<file path="src/rtl/functf_speed_mc_pkg.sv">
// rtl/functf_speed_mc_pkg.sv - shared rate encodings and state widths for the speed-control front end
package functf_speed_mc_pkg;

  typedef enum logic [1:0] {
    RATE_40K = 2'd0,
    RATE_32K = 2'd1,
    RATE_24K = 2'd2,
    RATE_16K = 2'd3
  } rate_e;

  localparam int DMS_W = 12;
  localparam int DML_W = 14;
  localparam int FI_W  = 3;

endpackage

</file>
<file path="src/rtl/functf_lut.sv">
// rtl/functf_lut.sv - combinational quantizer output to F(I) map, shared with the decoder
module functf_lut
  import functf_speed_mc_pkg::*;
(
  input  logic [4:0]      I,
  input  logic [1:0]      RATE,
  output logic [FI_W-1:0] FI
);

  logic [3:0] im;

  // The N-bit one's complement of a negative code drops its sign bit into the magnitude.
  always_comb begin
    im = '0;
    FI = '0;
    case (RATE)
      RATE_16K: im = {3'b000, I[1] ? ~I[0]   : I[0]};
      RATE_24K: im = {2'b00,  I[2] ? ~I[1:0] : I[1:0]};
      RATE_32K: im = {1'b0,   I[3] ? ~I[2:0] : I[2:0]};
      default:  im = I[4] ? ~I[3:0] : I[3:0];
    endcase
    case (RATE)
      RATE_16K: FI = (im == 4'd1) ? 3'd7 : 3'd0;
      RATE_24K: begin
        case (im)
          4'd3:    FI = 3'd7;
          4'd2:    FI = 3'd2;
          4'd1:    FI = 3'd1;
          default: FI = 3'd0;
        endcase
      end
      RATE_32K: begin
        case (im)
          4'd7:              FI = 3'd7;
          4'd6:              FI = 3'd3;
          4'd5, 4'd4, 4'd3:  FI = 3'd1;
          default:           FI = 3'd0;
        endcase
      end
      default: begin
        case (im)
          4'd15, 4'd14:                  FI = 3'd6;
          4'd13:                         FI = 3'd5;
          4'd12:                         FI = 3'd4;
          4'd11:                         FI = 3'd3;
          4'd10:                         FI = 3'd2;
          4'd9, 4'd8, 4'd7, 4'd6, 4'd5:  FI = 3'd1;
          default:                       FI = 3'd0;
        endcase
      end
    endcase
  end

endmodule

</file>
<file path="src/rtl/functf_speed_mc.sv">
// rtl/functf_speed_mc.sv - multi-channel F(I) mapping with per-channel DMS/DML averaging
module functf_speed_mc
  import functf_speed_mc_pkg::*;
#(
  parameter int NCH = 4,
  parameter int CHW = $clog2(NCH)
) (
  input  logic              clk,
  input  logic              reset,
  input  logic              in_valid,
  output logic              in_ready,
  input  logic [CHW-1:0]    in_ch,
  input  logic [4:0]        I,
  input  logic [1:0]        RATE,
  input  logic              clr,
  input  logic [CHW-1:0]    clr_ch,
  output logic              out_valid,
  input  logic              out_ready,
  output logic [CHW-1:0]    out_ch,
  output logic [FI_W-1:0]   FI,
  output logic [DMS_W-1:0]  DMSP,
  output logic [DML_W-1:0]  DMLP
);

  logic [FI_W-1:0]  lut_fi;
  logic             s1_valid;
  logic [CHW-1:0]   s1_ch;
  logic [FI_W-1:0]  s1_fi;
  logic [DMS_W-1:0] dms [NCH];
  logic [DML_W-1:0] dml [NCH];
  logic             accept;
  logic             load;
  logic [DMS_W-1:0] dms_cur, difsx_a, dmsp_nxt;
  logic [DML_W-1:0] dml_cur, difsx_b, dmlp_nxt;
  logic [12:0]      dif_a;
  logic [14:0]      dif_b;

  functf_lut u_lut (
    .I    (I),
    .RATE (RATE),
    .FI   (lut_fi)
  );

  function automatic logic ch_ok(input logic [CHW-1:0] ch);
    return 32'(ch) < 32'(NCH);
  endfunction

  assign in_ready = !s1_valid || !out_valid || out_ready;
  assign accept   = in_valid && in_ready;
  assign load     = s1_valid && (!out_valid || out_ready);

  // Write-back shares the output-load edge, so the array read here is always current.
  always_comb begin
    dms_cur  = ch_ok(s1_ch) ? dms[s1_ch] : '0;
    dml_cur  = ch_ok(s1_ch) ? dml[s1_ch] : '0;
    dif_a    = {1'b0, s1_fi, 9'b0} - {1'b0, dms_cur};
    difsx_a  = dif_a[12] ? {4'hF, dif_a[12:5]} : {4'h0, dif_a[12:5]};
    dmsp_nxt = difsx_a + dms_cur;
    dif_b    = {1'b0, s1_fi, 11'b0} - {1'b0, dml_cur};
    difsx_b  = dif_b[14] ? {6'h3F, dif_b[14:7]} : {6'h00, dif_b[14:7]};
    dmlp_nxt = difsx_b + dml_cur;
  end

  always_ff @(posedge clk or posedge reset) begin
    if (reset) begin
      s1_valid <= 1'b0;
      s1_ch    <= '0;
      s1_fi    <= '0;
    end else if (accept) begin
      s1_valid <= 1'b1;
      s1_ch    <= in_ch;
      s1_fi    <= lut_fi;
    end else if (load) begin
      s1_valid <= 1'b0;
    end
  end

  always_ff @(posedge clk or posedge reset) begin
    if (reset) begin
      out_valid <= 1'b0;
      out_ch    <= '0;
      FI        <= '0;
      DMSP      <= '0;
      DMLP      <= '0;
    end else if (load) begin
      out_valid <= 1'b1;
      out_ch    <= s1_ch;
      FI        <= s1_fi;
      DMSP      <= dmsp_nxt;
      DMLP      <= dmlp_nxt;
    end else if (out_ready) begin
      out_valid <= 1'b0;
    end
  end

  // The clear is ordered after the write-back so it wins on a shared edge.
  always_ff @(posedge clk or posedge reset) begin
    if (reset) begin
      for (int k = 0; k < NCH; k++) begin
        dms[k] <= '0;
        dml[k] <= '0;
      end
    end else begin
      if (load && ch_ok(s1_ch)) begin
        dms[s1_ch] <= dmsp_nxt;
        dml[s1_ch] <= dmlp_nxt;
      end
      if (clr && ch_ok(clr_ch)) begin
        dms[clr_ch] <= '0;
        dml[clr_ch] <= '0;
      end
    end
  end

endmodule

</file>
<file path="config.mk">
export PLATFORM = sky130hd
export DESIGN_NAME = functf_speed_mc
export DESIGN_NICKNAME = d
export VERILOG_FILES = /design/src/rtl/functf_speed_mc_pkg.sv /design/src/rtl/functf_lut.sv /design/src/rtl/functf_speed_mc.sv
export SDC_FILE = /design/constraint.sdc
export NUM_CORES = 1
export LEC_CHECK = 0
export ABC_AREA = 1
export CAP_MARGIN = 5
export CORE_UTILIZATION = 70
export DETAILED_ROUTE_END_ITERATION = 10
export DONT_BUFFER_PORTS = 1
export HOLD_SLACK_MARGIN = 0.08
export PLACE_DENSITY = 0.95
export REMOVE_ABC_BUFFERS = 1
export SKIP_LAST_GASP = 1
export SYNTH_ARGS = -nofsm -noshare
export SYNTH_HDL_FRONTEND = slang
export SYNTH_SLANG_ARGS = --single-unit
</file>
<file path="constraint.sdc">
create_clock -name clk -period 10.6 [get_ports clk]
set_clock_uncertainty 0.1 [all_clocks]
set_input_delay 2.12 -clock clk [delete_from_list [all_inputs] [get_ports clk]]
set_output_delay 2.12 -clock clk [all_outputs]
set_load 0.02 [all_outputs]
</file>
Word level (Yosys, flattened, before mapping)
Memories as Yosys holds them, arrays and structs flattened. Index checks and enable logic that the tools add are counted.

Register bits after elaboration: 142. Bits in read-only memories: 48. Input bits: 16. Output and inout bits: 33. Logic and storage cells: 92. Memories kept: 1.

Memory list: (name not given) (depth 16, width 3, rd ports 1, clocked after memory_dff 0, wr ports 0, line functf_lut.sv:41) `case (im)`.

$add $sub $neg: 4. Magnitude comparators: 4. Eq/ne operators: 10. Multiplexer cells: 35. Bitwise gates (word level): 10. Reductions and logical operators: 12.

Operators with widths (count): 56-bit two-way mux (2); 48-bit two-way mux (2); 14-bit two-way mux (5); 12-bit two-way mux (5); 56-bit bitwise AND (1); 56-bit bitwise mux (1); 14-bit demux with 2-bit select (2); 56-bit inverter (1); 48-bit bitwise AND (1); 48-bit bitwise mux (1); 12-bit demux with 2-bit select (2); 48-bit inverter (1); 14-bit binary-select mux with 2-bit select (1); 3-bit one-hot mux with 3 select lines (3); 12-bit binary-select mux with 2-bit select (1); 4-bit by 3-bit equality test with 1-bit output, second input constant (4); 14-bit by 14-bit subtractor with 15-bit output (1); 14-bit adder (1); 12-bit by 12-bit subtractor with 13-bit output (1); 12-bit adder (1); 4-bit one-hot mux with 3 select lines (1); 4-bit by 2-bit equality test with 1-bit output, second input constant (2); 3-bit >= comparator, second input constant (2); 3-bit by 1-bit less-than comparator with 1-bit output, second input constant (2); 17 further kinds (31).

Longest topological paths before layout
Gate-level depths: netlist of the first run.

Depth in word-level cells: 11. Mapped depth: 29. Mapped depth without buffers: 27.

Cells and area by module
From an unflattened synthesis of the first run, not the netlist that was laid out.

Cells, all modules: 1168. Area, all modules: 8807.2 µm².

Modules (own cells, without submodules): functf_speed_mc (instances 1, cells an instance 1089, area each 8406.8 µm², sequential area each 3553.4 µm²); functf_lut (instances 1, cells an instance 79, area each 400.4 µm², sequential area each 0.0 µm²).

Worst setup path before layout of the first run
OpenSTA, ideal clock, no wires.

Path kind: input-to-output. From: in out_ready. To: out in_ready. Data arrival time: 2.453 ns. Required time: 8.380 ns. Setup slack: 5.927 ns. Stages on the path: 4. Buffers on the path: 0. Cell sequence: inv_1 -> nand2_1 -> nor2_1 -> inv_1.

Word-level cells in the longest chain between the ends: 1.

RTL lines: start: declaration (line functf_speed_mc.sv:18) `input logic out_ready,`; 1-bit logical OR (line functf_speed_mc.sv:48) `assign in_ready = !s1_valid || !out_valid || out_ready;`; end: declaration (line functf_speed_mc.sv:11) `output logic in_ready,`.

Every way passes these cells.

Final worst setup path of the first run
From: reg s1_ch[0]. To: reg dml[52] (netlist bit).

Word-level cells in the longest chain between the ends: 11. Elaborated cells on any way between the ends: 16. Those cells by class: add/sub: 2; order compare: 2; mux: 9; bitwise: 2; reduce/logical: 1.

RTL lines: start: declaration (line functf_speed_mc.sv:27) `logic [CHW-1:0] s1_ch;`; start signal: assignment (line functf_speed_mc.sv:71) `s1_ch <= in_ch;`; 2-bit inverter with 3-bit output (implied by the code) (*) (line functf_speed_mc.sv:55, functf_speed_mc.sv:106); 14-bit binary-select mux with 2-bit select (line functf_speed_mc.sv:55) `dml_cur = ch_ok(s1_ch) ? dml[s1_ch] : '0;`; 14-bit two-way mux (implied by the code) (2 in a row) (line functf_speed_mc.sv:55); 14-bit by 14-bit subtractor with 15-bit output (line functf_speed_mc.sv:59) `dif_b = {1'b0, s1_fi, 11'b0} - {1'b0, dml_cur};`; 14-bit two-way mux (line functf_speed_mc.sv:60) `difsx_b = dif_b[14] ? {6'h3F, dif_b[14:7]} : {6'h00, dif_b[14:7]};`; 14-bit adder (line functf_speed_mc.sv:61) `dmlp_nxt = difsx_b + dml_cur;`; 56-bit bitwise mux (*) (line functf_speed_mc.sv:106) `dml[s1_ch] <= dmlp_nxt;`; 56-bit two-way mux (*) (line functf_speed_mc.sv:104) `if (load && ch_ok(s1_ch)) begin`; 56-bit bitwise AND (no line); 56-bit two-way mux (*) (line functf_speed_mc.sv:108) `if (clr && ch_ok(clr_ch)) begin`; end signal: indexed assignment (line functf_speed_mc.sv:106); end: declaration (line functf_speed_mc.sv:30) `logic [DML_W-1:0] dml [NCH];`.

Mark *: on every way between the ends. The rest lies on a longest branch, timed or not. The select of a mux whose other input is x is not followed. A chain may end at the register's enable or synchronous reset.

==> impl_metrics.toml, run 1 <==
[status]
run_status = "completed"

[sta]
setup_viol = 0
timing.slew.headroom = 0.342
maxSlewViolCount = 0
hold_violations = 0
setup_tns_ns = 0
fmax_mhz = 196
finalCritPeriodShare = 0.482
rsz0062_at_grt = "no"
tightest_slew_ns = 0.986
period_needed_ns = 5.11

[finish]
stdcell_count = 1336
fillers = 843
area_growth_pct = 7.25
utilization = 0.777
n_antenna_cell = 0
nets = 1202
drive_gt1_frac = 0.0865

[hold_path]
hold_end = "out_valid"
hold_depth = 2
worstHoldStart = "s1_valid"
hold_path_class = "flip-flop to flip-flop"

[clock_network]
ctsHoldBuffers = 0
clock_sinks = 142
clk_pin_slew_ns = 0.07
clock_latency_ns = 0.44
htree_levels = 4
post_cts_resized = 0
cts_buffers = 17
post_cts_buffers = 0
cts_tree = "built"
clk_path_buf_depth = 2
cts-root-buf = "clkbuf_16"

[placement]
routabilityCongestion = 0.999
io_buffers = 0
place_inst = 1304
dp_hpwl_um = 15400

[synthesis]
syn_inst = 1169
ys_types = 51
syn_area_um2 = 8770
syn_avg_cell_area_um2 = 7.50
ys_warn_count = 0
ys_ff_latch = 142
yosysSeqAreaShare = 0.405

[setup_path]
cp_max_fo = 23
max_stage_delay_ns = 0.89
cp.required_ns = 10.87
crit_chain = "nand2_2 -> inv_2 -> a21oi_1 -> o21a_1 -> ha_1 -> nand2_1 -> nand3b_1 -> nor2_1 -> nand2_1 -> nand2_1 -> inv_1 -> ha_1 -> nand2_1 -> o21ai_0 -> a21oi_1 -> o21ai_0 -> xor2_1 -> nand2_1 -> o21ai_0 -> nand2_1 -> inv_1"
worstPathArrival_ns = 5.38
reg2reg_to = "dml[52]"
reg2reg_depth = 21
crit_path_end_kind = "flip-flop"
cp_common_cell = "nand2_1"
r2r_slack_ns = 5.49
start_kind = "flip-flop"
r2r_start = "s1_ch[0]"
slowest_stage = "dfrtp_1"
crit_type = "flip-flop to flip-flop"

[grt]
grt_pass1_vias = 8269
grt_max_degree = 79
grt-ovfl-total = 0
grt_pass1_wl_um = 39300
grt.total_usage = 0.393
antenna_found_initial = 0

[floorplanning]
rows = 40
die_h_um = 114
start_util = 0.724
dieArea_um2 = 13000
core-area_um2 = 12100
ios = 49
fp.dieW_um = 114

[pwr]
pwr-share-comb = 0.566
p_sw_frac = 0.508
ir_drop_mv = 0.341
intPower_mw = 1.77
leakage_nw = 5.08
powerDensity_nw_per_um2 = 382
clockPowerShare = 0.157
power_frac_seq = 0.278
switchingPower_mw = 1.83

[detailed_routing]
vias = 8197
drt_wl_total_um = 23700
drcViolationCount = 0
drt_iter0_markers = 1069
postRouteAntennaNets = 0
wl_per_cell_um = 17.7
viasPerCell = 6.14
drt_pre_antenna_iters = 5

[flow_run]
drv_cap = 0
[cell usage in the layout (no fill, tap or decap), types with 3 or more instances in the layout]
cell type     n
nand2_1     267
inv_1       188
dfrtp_1     142
nor2_1       89
nand3_1      77
o21ai_0      66
a21oi_1      61
ha_1         29
a22oi_1      25
o21a_1       17
clkbuf_16    17
nand2_2      15
nor3_1       15
o21bai_1     13
xor2_1       12
o22ai_1      12
o211ai_1     12
buf_4        11
nor2_2        9
inv_6         8
nand4_1       7
nand3_2       6
xnor2_1       6
a31oi_1       5
nor3_2        4
a21o_1        4
or2_2         4
a211oi_1      4
nor2_4        3
inv_2         3
o21ai_1       3
clkinvlp_4    3
clkinv_4      3
[layout make-up]
cell class                      instances  area, µm²  area share
Clock buffer                           17        425      0.0452
Clock inverter                         15        126      0.0134
Inverter                              195        742      0.0789
Multi-Input combinational cell        788       4270       0.454
Sequential cell                       142       3550       0.378
Tap cell                              168        210      0.0223
Timing Repair Buffer                   11       82.6     0.00878
[worst max-delay path, delay by kind of cell, from the launching register on]
kind / cells / cell delay, ns
and+or+nand+nor: 9 / 1.28
AOI/OAI and AO/OA: 6 / 1.05
DFF: 1 / 0.89
buffers and inverters: 3 / 0.73
adders and majority gates: 2 / 0.73
xor gates and xnor gates: 1 / 0.25
[worst max path at each step]
stage,start,to,slack (ns),depth (start not counted)
3_5_place_dp,s1_ch[1],dml[52],5.69,21
6_report,s1_ch[0],dml[52],5.49,21
3_3_place_gp,out_ready,dml[20],5.82,11
4_1_cts,s1_ch[1],dml[52],5.66,21
2_1_floorplan,reset,DMLP[0],4.57,1
5_1_grt,s1_ch[0],dml[10],5.09,21
[cell families after synthesis]
logic type	synth area share
buffers and inverters	0.110
flip-flops	0.405
AO/OA/AOI/OAI	0.163
AND/OR/NAND/NOR	0.253
adder cells (fa/ha/maj)	0.0459
XOR/XNOR	0.0230
[metrics by stage]
stage | hold slack [ns] | cell area, µm² | worst slack [ns] | total power, mW
global placement | 0.375 | 8850 | 5.82 | 2.87
floorplan | 0.348 | 8540 | 4.57 | 2.49
finish | 0.415 | 9410 | 5.49 | 3.59
global route | 0.443 | 9410 | 5.09 | 3.88
detailed placement | 0.396 | 8850 | 5.69 | 2.96
CTS | 0.411 | 9410 | 5.66 | 3.54
[synthesized netlist by cell type, drive strengths merged]
master	n	share of area
a31oi	5	0.0036
nor2	102	0.050
buf	18	0.015
xnor2	6	0.0060
nand2	284	0.13
inv	194	0.084
a21oi	61	0.035
a22o	2	0.0020
a221oi	2	0.0020
a21o	4	0.0034
dfrtp	142	0.41
clkbuf	26	0.011
o21a	17	0.015
o211ai	13	0.012
clkinv	1	0.00043
nor3	19	0.012
nand3b	2	0.0017
o21ai	71	0.041
nand3	83	0.051
nand4	7	0.0050
ha	29	0.041
o21bai	14	0.012
or2	5	0.0036
fa	2	0.0046
a211oi	4	0.0034
xor2	14	0.017
a22oi	25	0.021
o2111ai	3	0.0037
o22ai	12	0.0086
nor4	2	0.0021
[flip-flops by register name, summed over array words and instances (netlist names)]
register   cells
out_ch         2
s1_fi          3
dms           48
DMLP          14
s1_valid       1
out_valid      1
dml           56
DMSP          12
FI             3
s1_ch          2
[metal layers]
layer	wire length, µm	up-vias	global-route usage
met3	2570	108	0.109
met1	8950	3841	0.477
li1	-	3740	-
met4	1100	0	0.223
met2	11100	508	0.632
met5	0	-	0
[power by group through the flow]
stage	combinational [mW]	clock, mW	sequential [mW]
after detailed placement	1.96	0	0.995
after global placement	1.89	0	0.989
after global routing	2.27	0.592	1.02
final	2.03	0.563	0.998
after floorplan	1.54	0	0.950
after CTS	1.99	0.564	0.992
Power figures use the tool's default switching activity.
==> inputs of run 2 (changes only) <==
--- a/config.mk
+++ b/config.mk
@@ -7,11 +7,11 @@
 export LEC_CHECK = 0
 export ABC_AREA = 1
 export CAP_MARGIN = 5
-export CORE_UTILIZATION = 70
+export CORE_UTILIZATION = 65
 export DETAILED_ROUTE_END_ITERATION = 10
 export DONT_BUFFER_PORTS = 1
 export HOLD_SLACK_MARGIN = 0.08
-export PLACE_DENSITY = 0.95
+export PLACE_DENSITY = 0.92
 export REMOVE_ABC_BUFFERS = 1
 export SKIP_LAST_GASP = 1
 export SYNTH_ARGS = -nofsm -noshare
==> constraint.sdc (replaced) <==
create_clock -name clk -period 5.3 [get_ports clk]
set_clock_uncertainty 0.1 [all_clocks]
set_input_delay 1.06 -clock clk [delete_from_list [all_inputs] [get_ports clk]]
set_output_delay 1.06 -clock clk [all_outputs]
set_load 0.02 [all_outputs]
==> impl_metrics.toml, run 2 (synthesis gave the netlist of run 1 again) <==
[status]
run_status = "completed"

[pwr]
clockPowerShare = 0.166
powerDensity_nw_per_um2 = 765
power_frac_seq = 0.275
leakage_nw = 5.10
pwr-share-comb = 0.559
switchingPower_mw = 3.61
p_sw_frac = 0.499
intPower_mw = 3.63
ir_drop_mv = 0.648

[detailed_routing]
vias = 8037
viasPerCell = 5.97
drt_pre_antenna_iters = 6
drt_iter0_markers = 966
wl_per_cell_um = 17.3
drcViolationCount = 0
postRouteAntennaNets = 0
drt_wl_total_um = 23300

[finish]
reg.largest.list = "dml (56), dms (48), DMLP (14)"
final_cell_mix = "nand2_1, inv_1, dfrtp_1"
largest_reg_flops = 56
multiInputGateArea_um2 = 4270
ff_latch_area_um2 = 3550
fillers = 992
drive_gt1_frac = 0.0880
final_area_um2 = 9470
area_growth_pct = 7.93
final_common_cell = "nand2_1"
nets = 1204
regMostFlops = "dml"
n_antenna_cell = 0

[hold_path]
hold_path_class = "flip-flop to flip-flop"
worstHoldStart = "s1_valid"

[grt]
grt_pass1_vias = 7733
grt-ovfl-total = 0
grt_pass1_wl_um = 38500
antenna_found_initial = 0
grt_max_degree = 106
grt.total_usage = 0.352

[sta]
fmax_mhz = 207
setup_viol = 0
hold_violations = 0
rsz0062_at_grt = "no"
period_needed_ns = 4.83
finalCritPeriodShare = 0.911
tightest_slew_ns = 0.952
timing.slew.headroom = 0.366
setup_tns_ns = 0
maxSlewViolCount = 0
fin_ws_ns = 0.472

[clock_network]
cts_tree = "built"
clk_pin_slew_ns = 0.06
clock_latency_ns = 0.43
clk_path_buf_depth = 2
cts_buffers = 17
clock_sinks = 142
cts-root-buf = "clkbuf_16"
htree_levels = 4
ctsHoldBuffers = 0

[floorplanning]
die_h_um = 118
rows = 42
start_util = 0.665
core-area_um2 = 13200
ios = 49
fp.dieW_um = 118
dieArea_um2 = 14000

[flow_run]
drv_cap = 0

[setup_path]
crit_path_end_kind = "flip-flop"
crit_start = "s1_ch[1]"
reg2reg_to = "dml[8]"
worstPathArrival_ns = 5.09
cp.required_ns = 5.57
endpoint = "dml[8]"
r2r_slack_ns = 0.47
crit_type = "flip-flop to flip-flop"
reg2reg_depth = 21
start_kind = "flip-flop"
r2r_start = "s1_ch[1]"
cp_max_fo = 26

[placement]
io_buffers = 0
dpl_cell_area_um2 = 8880
routabilityCongestion = 0.967
dp_slack_ns = 0.585
dp_hpwl_um = 15400
[run 2: power groups by stage]
stage                     clock network (mW)  registers, mW  logic (mW)
after global routing                    1.25           2.04        4.55
after global placement                     0           1.98        3.80
final                                   1.20           1.99        4.05
after CTS                               1.20           1.98        3.98
after detailed placement                   0           1.99        3.93
after floorplan                            0           1.90        3.09
[run 2: through the flow]
step / hold WS, ns / util / power (mW) / instances
after floorplan: 0.348 / - / 4.99 / 1125
after global placement: 0.372 / 0.673 / 5.77 / 1314
after detailed placement: 0.386 / 0.673 / 5.92 / 1314
after CTS: 0.400 / 0.718 / 7.17 / 1346
after global routing: 0.440 / 0.718 / 7.83 / 1346
final: 0.396 / 0.718 / 7.24 / 1346
[run 2: layout make-up]
type / instances / area share
flip-flops and latches: 142 / 0.376
well taps: 176 / 0.0233
multi-input cells: 788 / 0.451
repair buffers: 13 / 0.0103
inverters: 195 / 0.0784
clock inverters: 14 / 0.0165
clock buffers: 18 / 0.0453
[run 2: timing repair]
action	CTS	global route
setup buffers	0	0
endpoints found under the setup margin	0	3
resized for setup	0	1
[run 2: worst min path at each step]
| stage | cells past startpoint | endpoint | slack (ns) |
|---|---|---|---|
| after global routing | 2 | dml[44] | 0.44 |
| after global placement | 2 | out_valid | 0.37 |
| after floorplan | 2 | out_valid | 0.35 |
| final | 2 | out_valid | 0.40 |
| after CTS | 2 | out_valid | 0.40 |
| after detailed placement | 2 | out_valid | 0.39 |
[run 2: layer usage]
layer  up-vias  track usage  share of wire
met5         -            0              0
met3        93       0.0753           0.10
li1       3744            -              -
met1      3714        0.455           0.39
met4         0        0.164          0.042
met2       486        0.567           0.47
[run 2: critical path, cell delays in order (launching register included)]
cell and delay [ns]:
dfrtp_1 0.69, nor2_8 0.50, inv_2 0.24, o22ai_1 0.18, a21oi_1 0.06, o21a_1 0.17
ha_1 0.35, nand2_1 0.07, nand3b_1 0.15, nor2_1 0.13, nand2_1 0.10, nand2_1 0.11
inv_1 0.12, ha_1 0.38, nand2_1 0.08, nor3_1 0.20, a21oi_1 0.14, xor2_1 0.17
or2_2 0.34, o21ai_0 0.26, nand2_1 0.12, inv_1 0.07
